### src/rtl/dynamic_delay_line.sv
// Multi-channel shift-register delay line with a shared shift enable, per-channel
// run-time tap selection, a shared occupancy counter and a per-tap valid qualifier.
module dynamic_delay_line #(
  parameter int    AW      = 4,
  parameter int    DW      = 8,
  parameter int    NCH     = 2,
  parameter string IS_SYNC = "true"
) (
  input  logic              clk,
  input  logic              rst_n,
  input  logic              clr,
  input  logic              ce,
  input  logic [NCH*DW-1:0] si,
  input  logic [NCH*AW-1:0] addr,
  output logic [NCH*DW-1:0] so,
  output logic [NCH-1:0]    so_valid
);

  localparam int         DEPTH    = 1 << AW;
  localparam logic [AW:0] FULL    = DEPTH[AW:0];
  localparam bit         SYNC_OUT = (IS_SYNC == "true");

  logic [AW:0] fill_q, fill_d;

  // Occupancy counts shifts since reset/clr and sticks at DEPTH.
  always_comb begin
    fill_d = fill_q;
    if (clr)                    fill_d = '0;
    else if (ce && fill_q != FULL) fill_d = fill_q + 1'b1;
  end

  always_ff @(posedge clk or negedge rst_n) begin
    if (!rst_n) fill_q <= '0;
    else        fill_q <= fill_d;
  end

  for (genvar c = 0; c < NCH; c++) begin : g_ch
    logic [DEPTH-1:0][DW-1:0] stage_q, stage_d;
    logic [AW-1:0]            tap_addr;
    logic [DW-1:0]            tap_data;
    logic                     tap_vld;

    assign tap_addr = addr[c*AW +: AW];

    always_comb begin
      stage_d = stage_q;
      if (clr)     stage_d = '0;
      else if (ce) stage_d = {stage_q[DEPTH-2:0], si[c*DW +: DW]};
    end

    always_ff @(posedge clk or negedge rst_n) begin
      if (!rst_n) stage_q <= '0;
      else        stage_q <= stage_d;
    end

    // Tap reads the pre-edge stages and fill, so a freshly moved addr is honoured at once.
    assign tap_data = stage_q[tap_addr];
    assign tap_vld  = (fill_q > {1'b0, tap_addr});

    if (SYNC_OUT) begin : g_reg
      logic [DW-1:0] so_q;
      logic          vld_q;

      always_ff @(posedge clk or negedge rst_n) begin
        if (!rst_n) begin
          so_q  <= '0;
          vld_q <= 1'b0;
        end else begin
          so_q  <= tap_data;
          vld_q <= tap_vld;
        end
      end

      assign so[c*DW +: DW] = so_q;
      assign so_valid[c]    = vld_q;
    end else begin : g_comb
      assign so[c*DW +: DW] = tap_data;
      assign so_valid[c]    = tap_vld;
    end
  end

endmodule

### config.mk
export PLATFORM = sky130hd
export DESIGN_NAME = dynamic_delay_line
export DESIGN_NICKNAME = d
export VERILOG_FILES = /design/src/rtl/dynamic_delay_line.sv
export SDC_FILE = /design/constraint.sdc
export NUM_CORES = 1
export LEC_CHECK = 0
export ABC_AREA = 1
export BUFFER_PORTS_ARGS = -buffer_cell sky130_fd_sc_hd__buf_2
export CAP_MARGIN = 20
export CORE_MARGIN = 1.5
export CORE_UTILIZATION = 45
export CTS_BUF_LIST = sky130_fd_sc_hd__clkbuf_8 sky130_fd_sc_hd__clkbuf_16
export DETAILED_ROUTE_END_ITERATION = 8
export PLACE_DENSITY_LB_ADDON = 0.25
export REMOVE_ABC_BUFFERS = 1
export SLEW_MARGIN = 10
export SYNTH_ARGS = -nofsm -noshare
export SYNTH_HDL_FRONTEND = slang
export SYNTH_SLANG_ARGS = --single-unit
### constraint.sdc
create_clock -name clk -period 1.9 [get_ports clk]
set_clock_uncertainty 0.1 [all_clocks]
set_input_delay 0.38 -clock clk [delete_from_list [all_inputs] [get_ports clk]]
set_output_delay 0.38 -clock clk [all_outputs]
set_load 0.02 [all_outputs]
==> results list <==
- Among all stages on the critical path, the largest delay is contributed by dfrtp_1.
* Arrival time of data at the critical path endpoint: 1180 ps
- Compared with the post-synthesis result, the final layout area differs by 13.8%.
- Cell count along the critical path: 1
* Die Span X: 178 µm
- Vias post-DR: 11400
- Wire segments on met2 add up to 15600 µm in the final route.
- The number of clock buffers added by TritonCTS is 31.
- Among all cell types in the netlist, the one instantiated most often is nand2_1.
* Capturing element of the worst setup path: so_valid[0]
- Remaining antenna violation count: 0
- The repair_antennas step left the layout with diodes totalling 0.
- At the end of the flow, the number of nets in the layout was 1772.
* Vias in the first global route: 11200
- Type of the worst setup path: flip-flop to output port
* Number of synthesized flops with an enable pin: 0
- Number of buffer cells added on primary ports: 45
- At the worst endpoint, the required time is 1420 ps.
- Measured in cells, the most critical reg-to-reg path has a length of 8.
- Leaving out filler cells and counting taps, the final layout contains 2155.
- For this design, the sink count on the clock tree is 279.
- Transition time at the pin with the least slew margin: 537 ps
* Final period util: 87.3%
- Min Clock Period, post-route: 1660 ps
- The largest single stage delay on the critical path is 420 ps.
* Worst reg2reg path startpoint: fill_q[0]
- The endpoint identified for the worst register-to-register timing path is fill_q[2].
- The number of antenna violations at the first check in global routing was 0.
- TritonCTS built the clock tree.
- Final hold violation count: 0
* Clock Tree Buf Depth: 3
- Clk pin slew, worst setup/hold paths: 60 ps
- Cell area after placement: 0.0146 mm²
- The number of different library cells used by synthesis comes to 21.
* Cell chain of the critical path: buf_2
* Vias per inst: 5.31
* Async set or reset register ratio after synthesis: 100%
* Initial Util: 45.5%
- Final instance area: 0.0158 mm²
* Gr ovfl total: 0
* DIE HEIGHT: 178 µm
- The worst setup path is launched from a flip-flop.
- Primary flip-flop cell chosen by synthesis mapping: dfrtp_1
- Flip-flop and latch count after synthesis: 279
- Final HPWL from detailed placement: 20000 µm
- In this run the tightest slew margin relative to its limit is 64.2%.
* Total power density per cell area: 852 mW/mm²
* Area share of the leading cell type in the synthesized netlist: 50.4%
* Status: complete, no violations
* Setup Buffers After CTS: 0
- Total Die Area: 0.0318 mm²
- Entering global routing, the biggest net connects 72 pins.
* Cell type with the largest total area after synthesis: dfrtp_1
- After detailed routing, the wire length on met1 is 15900 µm.
- Met3 wire length: 1540 µm
* H-tree depth: 1
* Endpoint type of the worst setup path: output port
- Maximum net fanout on the critical path: 1
- Post-synthesis cell count: 1712
- 46 I/O pins were placed.
* Proportion of synthesized chip area in sequential cells: 50.4%
* Final slew viol count: 0
* Launch point of the critical path: g_ch[0].g_reg.vld_q
- Critical path's top delay family: flip-flops
- In this run the static leakage power is 7.31 nW.
- Share of cells above drive strength 1: 11.8%
* Ranking of synthesized cells by instance count: nand2_1 (392), nand3_1 (377), dfrtp_1 (279)
- In this run, the number of DRC markers left after iteration 0 of detailed routing was 784.
* Number of optimization iterations in the first detailed-route pass: 5
* Cell count after placement: 2081
- The first global-routing pass estimated 57600 µm of wire.
- Library cell used as clock root buffer: clkbuf_16
- In this run the cell area of the synthesized design comes to 0.0139 mm².
- Row count: 64
- Summed over all layers, the routed wires come to 33900 µm.
- Top post-synthesis cells by area: dfrtp_1 (50%), nand3_1 (14%), nand2_1 (11%), inv_1 (6.6%), o21ai_0 (6.6%)
* Warnings, synthesis: 0
- Across all register-to-register paths, the minimum setup slack is 440 ps.
* Post-cts resize count: 0
- Number of buffers and inverters on the critical path: 1
* Number of DRC violations after detailed routing: 0
- Max VDD drop: 0.683 mV
- Hold crit path type: input pin to flip-flop
- Routed signal wires occupy layers up through met4.
- Aggregate global-route resource usage: 22.3%
- The later pin in the worst-skew pair is clocked with a latency of 560 ps.
- Number of setup violations in the final report: 0
- Max-cap violation count: 0
* F_max: 603 MHz
- Placer Congestion: 0.801
- Average wire per cell in the routed design: 15.7 µm
- Core Area: 0.0304 mm²
- Syn_area_per_cell: 8.09 µm²
- RSZ-0062 raised after global routing: false
final cells by class:
class | count | area (µm²)
repair buffers | 116 | 1030
clock inverters | 15 | 100
well taps | 396 | 495
multi-input cells | 1054 | 5270
clock buffers | 43 | 941
inverters | 252 | 956
fillers | 2869 | 14700
flip-flops and latches | 279 | 6980
layer usage:
| metal | track usage, % | vias up |
|---|---|---|
| li1 | - | 5571 |
| met5 | 0 | - |
| met1 | 31.5 | 5545 |
| met4 | 5.63 | 0 |
| met3 | 2.66 | 49 |
| met2 | 36.4 | 276 |
registers in the layout, summed over array words and instances, names as in the netlist:
| register | count |
|---|---|
| g_ch.stage_q | 256 |
| fill_q | 5 |
| g_ch.g_reg.so_q | 16 |
| g_ch.g_reg.vld_q | 2 |
worst register-to-register path, cell delays in order (launching register included):
cell and delay (ps):
dfrtp_1 390, inv_1 210, ha_1 200, nand3_1 70, nand2_1 80, nand2_2 110, inv_1 120, nand2_1 60
nand2_1 80
through the flow:
stage / setup slack [ps] / power, mW / TNS (ps) / hold WS (ps) / util (%)
after floorplan: -2660 / 6.78 / -258800 / -15.6 / -
final: 242 / 13.4 / 0 / 39.2 / 51.8
after detailed placement: 285 / 7.52 / 0 / 229 / 47.9
after global routing: 197 / 14.0 / 0 / 42.0 / 51.8
after global placement: 270 / 7.51 / 0 / 230 / 47.9
after CTS: 183 / 13.6 / 0 / 25.9 / 51.8
what timing repair did:
action / 4_1_cts / 5_1_grt
endpoints found under the hold margin: 80 / 0
endpoints found under the setup margin: 0 / 0
hold buffers: 16 / 0
logic make-up (layout without fill, tap and decap cells):
kind of cell / Yosys count / in the layout / share of synthesized area [%]
AO/OA/AOI/OAI: 267 / 267 / 12.4
buffers and inverters: 379 / 426 / 11.7
adder cells (fa/ha/maj): 10 / 10 / 0.903
XOR/XNOR: 3 / 3 / 0.190
flip-flops: 279 / 279 / 50.4
AND/OR/NAND/NOR: 774 / 774 / 24.4
worst min path at each step:
stage	cells past startpoint	slack, ps	startpoint	endpoint
final	3	40	si[13]	g_ch[1].stage_q[5]
after global routing	3	40	si[13]	g_ch[1].stage_q[5]
after CTS	3	30	si[13]	g_ch[1].stage_q[5]
after detailed placement	1	230	rst_n	g_ch[0].stage_q[120]
after global placement	1	230	rst_n	g_ch[0].stage_q[112]
after floorplan	0	-20	rst_n	fill_q[0]
placed cells by master, fill, tap and decap left out, drive strengths merged:
cell and n:
o22ai 56, clkinv 7, a21oi 4, inv 258, clkinvlp 1, nand3 377, bufinv 1, dlygate4sd3 16
buf 100, ha 10, xor2 3, dfrtp 279, clkbuf 43, o21ai 207, nor2 4, nand2 393
where the power goes:
group,switching (mW),internal [mW],leakage [nW]
clock network,2.45,3.56,0.546
registers,0.0526,6.03,3.86
logic,0.931,0.410,2.91
Power figures use the tool's default switching activity.
